$ cat config.mk
export PLATFORM = sky130hd
export DESIGN_NAME = lsu
export DESIGN_NICKNAME = d
export VERILOG_FILES = /design/src/rtl/lsu.sv
export SDC_FILE = /design/constraint.sdc
export NUM_CORES = 1
export LEC_CHECK = 0
export BUFFER_PORTS_ARGS = -buffer_cell sky130_fd_sc_hd__buf_2
export CAP_MARGIN = 20
export CORE_AREA = 2 2 105 107
export DETAILED_ROUTE_END_ITERATION = 6
export DIE_AREA = 0 0 107 109
export MAX_ROUTING_LAYER = met4
export PLACE_DENSITY = 0.86
export SYNTH_ARGS = -nofsm -noshare
export SYNTH_HDL_FRONTEND = slang
export SYNTH_SLANG_ARGS = --single-unit
$ cat constraint.sdc
create_clock -name clk -period 6.1 [get_ports clk]
set_input_delay 1.22 -clock clk [delete_from_list [all_inputs] [get_ports clk]]
set_output_delay 1.22 -clock clk [all_outputs]
set_load 0.02 [all_outputs]
$ cat src/rtl/lsu.sv
`default_nettype none
// ============================================================================
// Module   : lsu
// Brief    : RV32I load/store unit; byte/half/word alignment, load extension,
//            and read-modify-write for sub-word stores to a word-only memory.
// Revision : 1.0 - initial release
// ============================================================================
module lsu #(
    parameter int DEPTH = 2048
) (
    input  logic                     clk,
    input  logic                     rst_n,
    input  logic                     req_valid,
    output logic                     req_ready,
    input  logic                     req_store,
    input  logic [2:0]               req_funct3,
    input  logic [31:0]              req_addr,
    input  logic [31:0]              req_wdata,
    output logic                     rsp_valid,
    input  logic                     rsp_ready,
    output logic [31:0]              rsp_rdata,
    output logic                     rsp_err,
    output logic [$clog2(DEPTH)-1:0] mem_addr,
    output logic [31:0]              mem_sdata,
    output logic                     mem_wren,
    input  logic [31:0]              mem_ldata
);

    localparam int AW = $clog2(DEPTH);

    typedef enum logic [2:0] {
        S_IDLE  = 3'd0,
        S_READ  = 3'd1,
        S_WRITE = 3'd2,
        S_LOAD  = 3'd3,
        S_RESP  = 3'd4
    } state_t;

    state_t        r_state;
    logic [AW-1:0] r_addr;
    logic [31:0]   r_wdata;
    logic [2:0]    r_funct3;
    logic [31:0]   r_old;
    logic [31:0]   r_rdata;
    logic          r_err;

    logic          w_accept;
    logic          w_misal;
    logic          w_oor;
    logic          w_illegal;
    logic          w_error;
    logic [7:0]    w_lbyte;
    logic [15:0]   w_lhalf;
    logic [31:0]   w_ldata;
    logic [31:0]   w_sdata;

    // Handshake outputs are gated by reset so nothing escapes on a reset edge.
    assign req_ready = rst_n && (r_state == S_IDLE);
    assign rsp_valid = rst_n && (r_state == S_RESP);
    assign mem_wren  = rst_n && (r_state == S_WRITE);
    assign mem_addr  = r_addr;
    assign mem_sdata = w_sdata;
    assign rsp_rdata = r_rdata;
    assign rsp_err   = r_err;

    assign w_accept  = req_valid && req_ready;
    assign w_misal   = ((req_funct3[1:0] == 2'b01) && req_addr[0]) ||
                       ((req_funct3[1:0] == 2'b10) && (req_addr[1:0] != 2'b00));
    assign w_oor     = (req_addr >= 32'(DEPTH));
    assign w_illegal = req_store ? (req_funct3[2] || (req_funct3[1:0] == 2'b11))
                                 : ((req_funct3 == 3'b011) || (req_funct3[2:1] == 2'b11));
    assign w_error   = w_misal || w_oor || w_illegal;

    assign w_lbyte = mem_ldata[{r_addr[1:0], 3'b000} +: 8];
    assign w_lhalf = r_addr[1] ? mem_ldata[31:16] : mem_ldata[15:0];

    always_comb begin
        w_ldata = mem_ldata;
        case (r_funct3)
            3'b000:  w_ldata = {{24{w_lbyte[7]}}, w_lbyte};
            3'b001:  w_ldata = {{16{w_lhalf[15]}}, w_lhalf};
            3'b100:  w_ldata = {24'd0, w_lbyte};
            3'b101:  w_ldata = {16'd0, w_lhalf};
            default: w_ldata = mem_ldata;
        endcase
    end

    // Merge the new byte/half into the word captured during READ.
    always_comb begin
        w_sdata = 32'd0;
        if (r_state == S_WRITE) begin
            case (r_funct3[1:0])
                2'b00: begin
                    w_sdata = r_old;
                    w_sdata[{r_addr[1:0], 3'b000} +: 8] = r_wdata[7:0];
                end
                2'b01: begin
                    w_sdata = r_old;
                    w_sdata[{r_addr[1], 4'b0000} +: 16] = r_wdata[15:0];
                end
                default: w_sdata = r_wdata;
            endcase
        end
    end

    always_ff @(posedge clk) begin
        if (!rst_n) begin
            r_state  <= S_IDLE;
            r_addr   <= '0;
            r_wdata  <= 32'd0;
            r_funct3 <= 3'd0;
            r_old    <= 32'd0;
            r_rdata  <= 32'd0;
            r_err    <= 1'b0;
        end else begin
            case (r_state)
                S_IDLE: begin
                    if (w_accept) begin
                        r_addr   <= req_addr[AW-1:0];
                        r_wdata  <= req_wdata;
                        r_funct3 <= req_funct3;
                        if (w_error) begin
                            r_rdata <= 32'd0;
                            r_err   <= 1'b1;
                            r_state <= S_RESP;
                        end else if (!req_store) begin
                            r_state <= S_LOAD;
                        end else if (req_funct3[1:0] == 2'b10) begin
                            r_state <= S_WRITE;
                        end else begin
                            r_state <= S_READ;
                        end
                    end
                end
                S_LOAD: begin
                    r_rdata <= w_ldata;
                    r_err   <= 1'b0;
                    r_state <= S_RESP;
                end
                S_READ: begin
                    r_old   <= mem_ldata;
                    r_state <= S_WRITE;
                end
                S_WRITE: begin
                    r_rdata <= 32'd0;
                    r_err   <= 1'b0;
                    r_state <= S_RESP;
                end
                S_RESP: begin
                    if (rsp_ready) begin
                        r_state <= S_IDLE;
                    end
                end
                default: r_state <= S_IDLE;
            endcase
        end
    end

endmodule
`default_nettype wire

==> results by group, run 1 <==
Status
  • Status: complete, no violations

Timing
  • Maximum clock rate: 202 MHz
  • Post-layout min period: 4960 ps
  • Setup_tns: 0 ps
  • Worst Tran Pin Value: 1070 ps
  • Setup ws final: 1140 ps
  • Final Hold Fails: 0
  • Setup violations, final: 0
  • RSZ-0062 raised after global routing: no
  • Slew HR: 29.0%
  • Max-slew violation count: 0
  • Worst hold slack: 444 ps
  • Final Cycle Share: 81.3%
  • Setup Skew: 8.47 ps

Placement
  • Hpwl dp: 12.1 mm
  • Pre-CTS setup slack: 1720 ps
  • GP Congestion: 0.875
  • Port bufs: 182

Clock network
  • CTS Hold Bufs: 0
  • CTS tree: done
  • Total CTS buffers: 17
  • Clk Latency, worst-skew pair: 520 ps
  • # clock sinks: 114
  • Post-CTS setup repair buffer count: 0
  • H-tree Lvls: 4
  • CTS Root Cell: clkbuf_8
  • CTS clk-pin slew, worst paths: 60 ps
  • Clock Path Buffers: 2
  • Post-CTS Resized: 0

Final layout
  • Register Area: 2280 um^2
  • Fill cells: 915
  • Share of cells above drive strength 1: 25.9%
  • Net count reported at finish: 1015
  • Most common cell after layout, fill and taps aside: nand2_1
  • Area occupied by multi-input gates: 3090 um^2
  • Most frequent cells in the layout: nand2_1 (199), buf_2 (182), dfxtp_1 (112)
  • Area Growth Syn to Fin: 25.6%
  • Antenna diodes: 0

Setup path
  • Critical path class: register to primary output
  • Reg2reg end: rsp_rdata[5]
  • Crit path cell chain: inv_1 > ha_1 > nor2b_1 > a211oi_2 > a31oi_1 > a22oi_1 > nor2_1 > buf_2
  • Worst-case reg-to-reg path depth: 5
  • Crit path capture type: primary output
  • Crit-path max cell delay: 940 ps
  • Worst Setup SP: mem_addr[1]
  • R2R Setup Slk: 3460 ps
  • Crit path launch type: register
  • Largest fanout on the critical path: 40
  • CP max-delay cell: dfxtp_2
  • FF-to-FF Start: mem_addr[1]
  • WP data arrival: 3740 ps
  • Data required time at the worst endpoint: 4880 ps

Logic synthesis
  • Post-synth EDFFs: 0
  • Asr flop ratio synth: 0%
  • Largest area contributor in the netlist: dfxtp_1
  • Yosys reg bits: 114
  • Largest cells by area after synthesis: dfxtp_1 (40%), nand2_1 (13%), a221oi_1 (4.9%)
  • Synth Flop Type: dfxtp_1
  • Mapped cell area: 5710 um^2
  • Post-Syn Instances: 756
  • Avg Inst Size Synth: 7.55 um^2
  • Yosys top cell area share: 40.0%
  • Syn nets: 865
  • Sequential-to-total area share from yosys stat: 40.0%
  • Yosys cell types: 50
  • YS warnings: 0

Pwr
  • Switching share of total power: 26.9%
  • Pint: 0.00142 W
  • Maximum VDD drop: 0.143 mV
  • Combinational share of power: 10.8%
  • Sw Pwr: 0.000522 W
  • Leak: 2.98 nW
  • Sequential power share: 41.5%
  • Clock power share: 47.7%
  • Power per Cell Area: 271 nW/um^2

Global routing
  • Met1 GRT Util: 37.9%
  • Met2 Use GR: 49.6%
  • GRT met3 Usage: 6.93%
  • Grt ovf: 0
  • Total track usage: 31.2%
  • Initial antenna violation count: 0
  • Vias in the first global route: 5598
  • Largest net degree at the start of global routing: 67
  • Global-route wire length before repair: 27.6 mm
  • Most Crowded Layer GR: met2

Detailed routing
  • Vias per cell: 5.78
  • Routed wire length per instance: 16.6 um
  • Final wirelength: 17.6 mm
  • Detailed-route via count: 6118
  • Pre-antenna DRT Iters: 5
  • Residual DRC: 0
  • Violation count after the first detailed-route iteration: 479
  • Post-DRT Antenna Nets: 0

Min path
  • Hold_sp: rsp_rdata[2]
  • Hold Crit Depth: 2
  • Type of the most critical hold path: register to register
  • Worst Hold End: rsp_rdata[2]

Floorplan
  • Starting density of the core: 53.9%
  • Core ar.: 10600 um^2
  • Die Area: 11700 um^2
  • # rows: 38
  • Die Wd: 107 um
  • DIE HEIGHT: 109 um
  • # IOs: 183

Run
  • Max_cap viols: 0
==> power by group through the flow <==
stage | registers (W) | clock network [W] | logic, W
after floorplan | 0.000807 | 0 | 0.000136
after global placement | 0.000818 | 0 | 0.000203
after detailed placement | 0.000819 | 0 | 0.000206
after CTS | 0.000804 | 0.000924 | 0.000208
after global routing | 0.000807 | 0.000969 | 0.000232
final | 0.000805 | 0.000926 | 0.000211
==> kinds of logic after synthesis <==
kind of cell               synth area share, %
buffers and inverters                     6.31
adders and majority gates                 1.10
muxes                                     3.33
xor gates and xnor gates                 0.153
and+or+nand+nor                           24.1
AOI/OAI and AO/OA                         25.1
DFF                                       40.0
==> Yosys cell counts, types with 4 or more instances <==
master / number
a221oi_1: 32
o21ai_1: 9
o21ai_0: 46
inv_1: 21
a21o_1: 7
buf_2: 21
a211oi_1: 10
nor4_1: 4
a22oi_1: 9
ha_1: 5
nand2_1: 199
nor2_1: 44
dfxtp_1: 114
o211ai_2: 5
nor3_1: 14
a21oi_1: 53
clkbuf_1: 32
nor2b_1: 35
o31ai_1: 10
o22ai_1: 24
mux2i_1: 16
==> worst max path at each step <==
stage / end / slack [ps] / cells past startpoint
5_1_grt: mem_sdata[5] / 910 / 8
3_3_place_gp: mem_sdata[5] / 1770 / 8
4_1_cts: mem_sdata[5] / 1180 / 8
2_1_floorplan: mem_sdata[16] / 2580 / 8
6_report: mem_sdata[5] / 1140 / 8
3_5_place_dp: mem_sdata[5] / 1720 / 8
==> per-stage QoR <==
step | std cells | util [%] | total power (W) | area [um^2]
CTS | 1057 | 67.4 | 0.00194 | 7140
global placement | 1026 | 62.2 | 0.00102 | 6600
global route | 1058 | 67.6 | 0.00201 | 7170
detailed placement | 1026 | 62.2 | 0.00103 | 6600
finish | 1058 | 67.6 | 0.00194 | 7170
floorplan | 756 | - | 0.000943 | 5710
==> sequential cells by signal, indices dropped and copies added, names as in the netlist <==
signal     flops
mem_addr      11
r_funct3       3
r_old         32
r_state        3
r_wdata       32
rsp_err        1
rsp_rdata     32
==> metal layers <==
| metal | wire (um) | vias to the layer above |
|---|---|---|
| li1 | - | 2930 |
| met1 | 7110 | 2821 |
| met2 | 8430 | 309 |
| met3 | 1370 | 58 |
| met4 | 690 | 0 |
| met5 | 0 | - |
==> area by class of cell <==
cell class	instances	share of cell area (%)
tap	140	2.44
sequential	114	31.9
inverter	22	1.15
clock buffer	22	6.45
timing repair buffer	191	13.9
multi-input combinational	560	43.0
clock inverter	9	1.15
==> worst max-delay path: cells and delay by family, from the launching register on <==
family	cells	cell delay, ps
compound gates	3	1280
fa+ha+maj	1	290
buf+inv	2	510
flops	1	940
simple gates	2	200
Note: power is estimated with default switching activity, not from simulation.
==> run 2, diff against run 1 <==
--- a/config.mk
+++ b/config.mk
@@ -7,11 +7,11 @@
 export LEC_CHECK = 0
 export BUFFER_PORTS_ARGS = -buffer_cell sky130_fd_sc_hd__buf_2
 export CAP_MARGIN = 20
-export CORE_AREA = 2 2 105 107
+export CORE_AREA = 2 2 109 111
 export DETAILED_ROUTE_END_ITERATION = 6
-export DIE_AREA = 0 0 107 109
+export DIE_AREA = 0 0 111 113
 export MAX_ROUTING_LAYER = met4
-export PLACE_DENSITY = 0.86
+export PLACE_DENSITY = 0.8
 export SYNTH_ARGS = -nofsm -noshare
 export SYNTH_HDL_FRONTEND = slang
 export SYNTH_SLANG_ARGS = --single-unit
==> constraint.sdc (replaced) <==
create_clock -name clk -period 4.6 [get_ports clk]
set_input_delay 0.92 -clock clk [delete_from_list [all_inputs] [get_ports clk]]
set_output_delay 0.92 -clock clk [all_outputs]
set_load 0.02 [all_outputs]
==> run 2 against run 1 <==
Net effect:
- clock skew shrank 2.0 ps
- sequential share of layout area shrank 0.055 points
- cell count grew 0.57%
- register-to-register slack lost 1200 ps
- power grew 31%
- via count shrank 0.44%
- wire length grew 0.78%
- combinational power grew 35%
- first-iteration DRC count shrank 1.9%
- core utilization shrank 3.9 points
- largest power group unchanged
==> results by group, run 2 (same netlist as run 1, synthesis figures left out) <==
Status
  • Status: complete, no violations

Setup path
  • Largest fanout on the critical path: 13
  • Crit path launch type: register
  • WP data arrival: 3000 ps
  • R2R Setup Slk: 2300 ps
  • Critical path depth in cells: 8
  • CP max-delay cell: dfxtp_1
  • Critical path's top delay family: compound AO/OA/AOI/OAI gates
  • Buf/Inv on CP: 2
  • Critical path class: register to primary output
  • Crit path cell chain: inv_1 > ha_1 > nor2b_1 > a211oi_2 > a31oi_1 > a22oi_1 > nor2_1 > buf_2
  • Crit path capture type: primary output
  • Data required time at the worst endpoint: 3680 ps
  • Crit-path max cell delay: 540 ps
  • Worst-case reg-to-reg path depth: 6

Pwr
  • Power per Cell Area: 353 nW/um^2
  • Maximum VDD drop: 0.222 mV
  • Leak: 2.98 nW

Timing
  • Setup violations, final: 0
  • Slew HR: 31.1%
  • Final Hold Fails: 0
  • RSZ-0062 raised after global routing: no
  • Max-slew violation count: 0
  • Setup_tns: 0 ps
  • Maximum clock rate: 255 MHz
  • Post-layout min period: 3920 ps
  • Worst Tran Pin Value: 1030 ps
  • Setup Skew: 6.50 ps
  • Final Cycle Share: 85.1%

Floorplan
  • DIE HEIGHT: 113 um
  • Die Area: 12500 um^2
  • Die Wd: 111 um
  • # IOs: 183
  • Starting density of the core: 50.7%
  • Core ar.: 11300 um^2
  • # rows: 39

Run
  • Max_cap viols: 0

Placement
  • GP Congestion: 0.881
  • Placed Cells: 1031
  • Port bufs: 182
  • Hpwl dp: 12.5 mm
  • Cell Area, Placed: 6620 um^2

Clock network
  • Clock Path Buffers: 2
  • # clock sinks: 114
  • Post-CTS Resized: 0
  • Post-CTS setup repair buffer count: 0
  • Total CTS buffers: 17
  • CTS clk-pin slew, worst paths: 60 ps
  • CTS tree: done
  • CTS Root Cell: clkbuf_16
  • Clk Latency, worst-skew pair: 420 ps
  • H-tree Lvls: 4
  • CTS Hold Bufs: 0

Final layout
  • Antenna diodes: 0
  • Share of cells above drive strength 1: 26.3%
  • Post-Layout Cell Count: 1064
  • Area Growth Syn to Fin: 25.8%
  • Most common cell after layout, fill and taps aside: nand2_1
  • Most frequent cells in the layout: nand2_1 (199), buf_2 (182), dfxtp_1 (112)
  • Net count reported at finish: 1017
  • Post-Layout Inst Area: 7180 um^2
  • Final core utilization: 63.7%

Global routing
  • Vias in the first global route: 5590
  • Initial antenna violation count: 0
  • Largest net degree at the start of global routing: 46
  • Global-route wire length before repair: 27.6 mm
  • Total track usage: 28.1%
  • Grt ovf: 0

Min path
  • Hold Crit Depth: 2
  • Type of the most critical hold path: register to register

Detailed routing
  • Final wirelength: 17.7 mm
  • Residual DRC: 0
  • Vias per cell: 5.72
  • Violation count after the first detailed-route iteration: 470
  • Post-DRT Antenna Nets: 0
  • Pre-antenna DRT Iters: 5
  • Routed wire length per instance: 16.7 um
  • Detailed-route via count: 6091
-- run 2: layer usage --
| layer | track usage, % | routed length, um | up-vias |
|---|---|---|---|
| li1 | - | - | 2935 |
| met2 | 46.9 | 8610 | 294 |
| met3 | 6.05 | 1180 | 49 |
| met5 | - | 0 | - |
| met1 | 33.1 | 7310 | 2813 |
| met4 | 11.8 | 637 | 0 |
-- run 2: where the power goes --
part | leakage (nW) | internal, W | switching (W)
Sequential | 0.928 | 0.00102 | 0.0000432
Clock | 0.253 | 0.000692 | 0.000494
Combinational | 1.80 | 0.000110 | 0.000175
Total | 2.98 | 0.00182 | 0.000712
-- run 2: path summary, 6_finish.rpt --
kind | from | to
worst min register to register | rsp_rdata[3] | rsp_rdata[3]
worst min-delay path | rsp_rdata[3] | rsp_rdata[3]
worst max register to register | mem_addr[1] | rsp_rdata[20]
worst max-delay path | mem_addr[0] | mem_sdata[5]
-- run 2: cell type report --
cell class,count,area [um^2]
inverter,22,82.6
tap,143,179
timing repair buffer,193,1010
clock inverter,14,110
sequential,114,2280
fill,1013,4090
clock buffer,18,429
multi-input combinational,560,3090
-- run 2: through the flow --
step,hold slack (ps),total power (W),setup slack [ps]
2_1_floorplan,436,0.00125,1380
3_3_place_gp,438,0.00136,1260
3_5_place_dp,444,0.00136,1190
4_1_cts,455,0.00253,724
5_1_grt,469,0.00262,472
6_report,455,0.00253,685
-- run 2: tightest hold or removal path, stage by stage (launching register included) --
cell     delay (ps)
dfxtp_1         310
nand2_1          50
o21ai_1          50
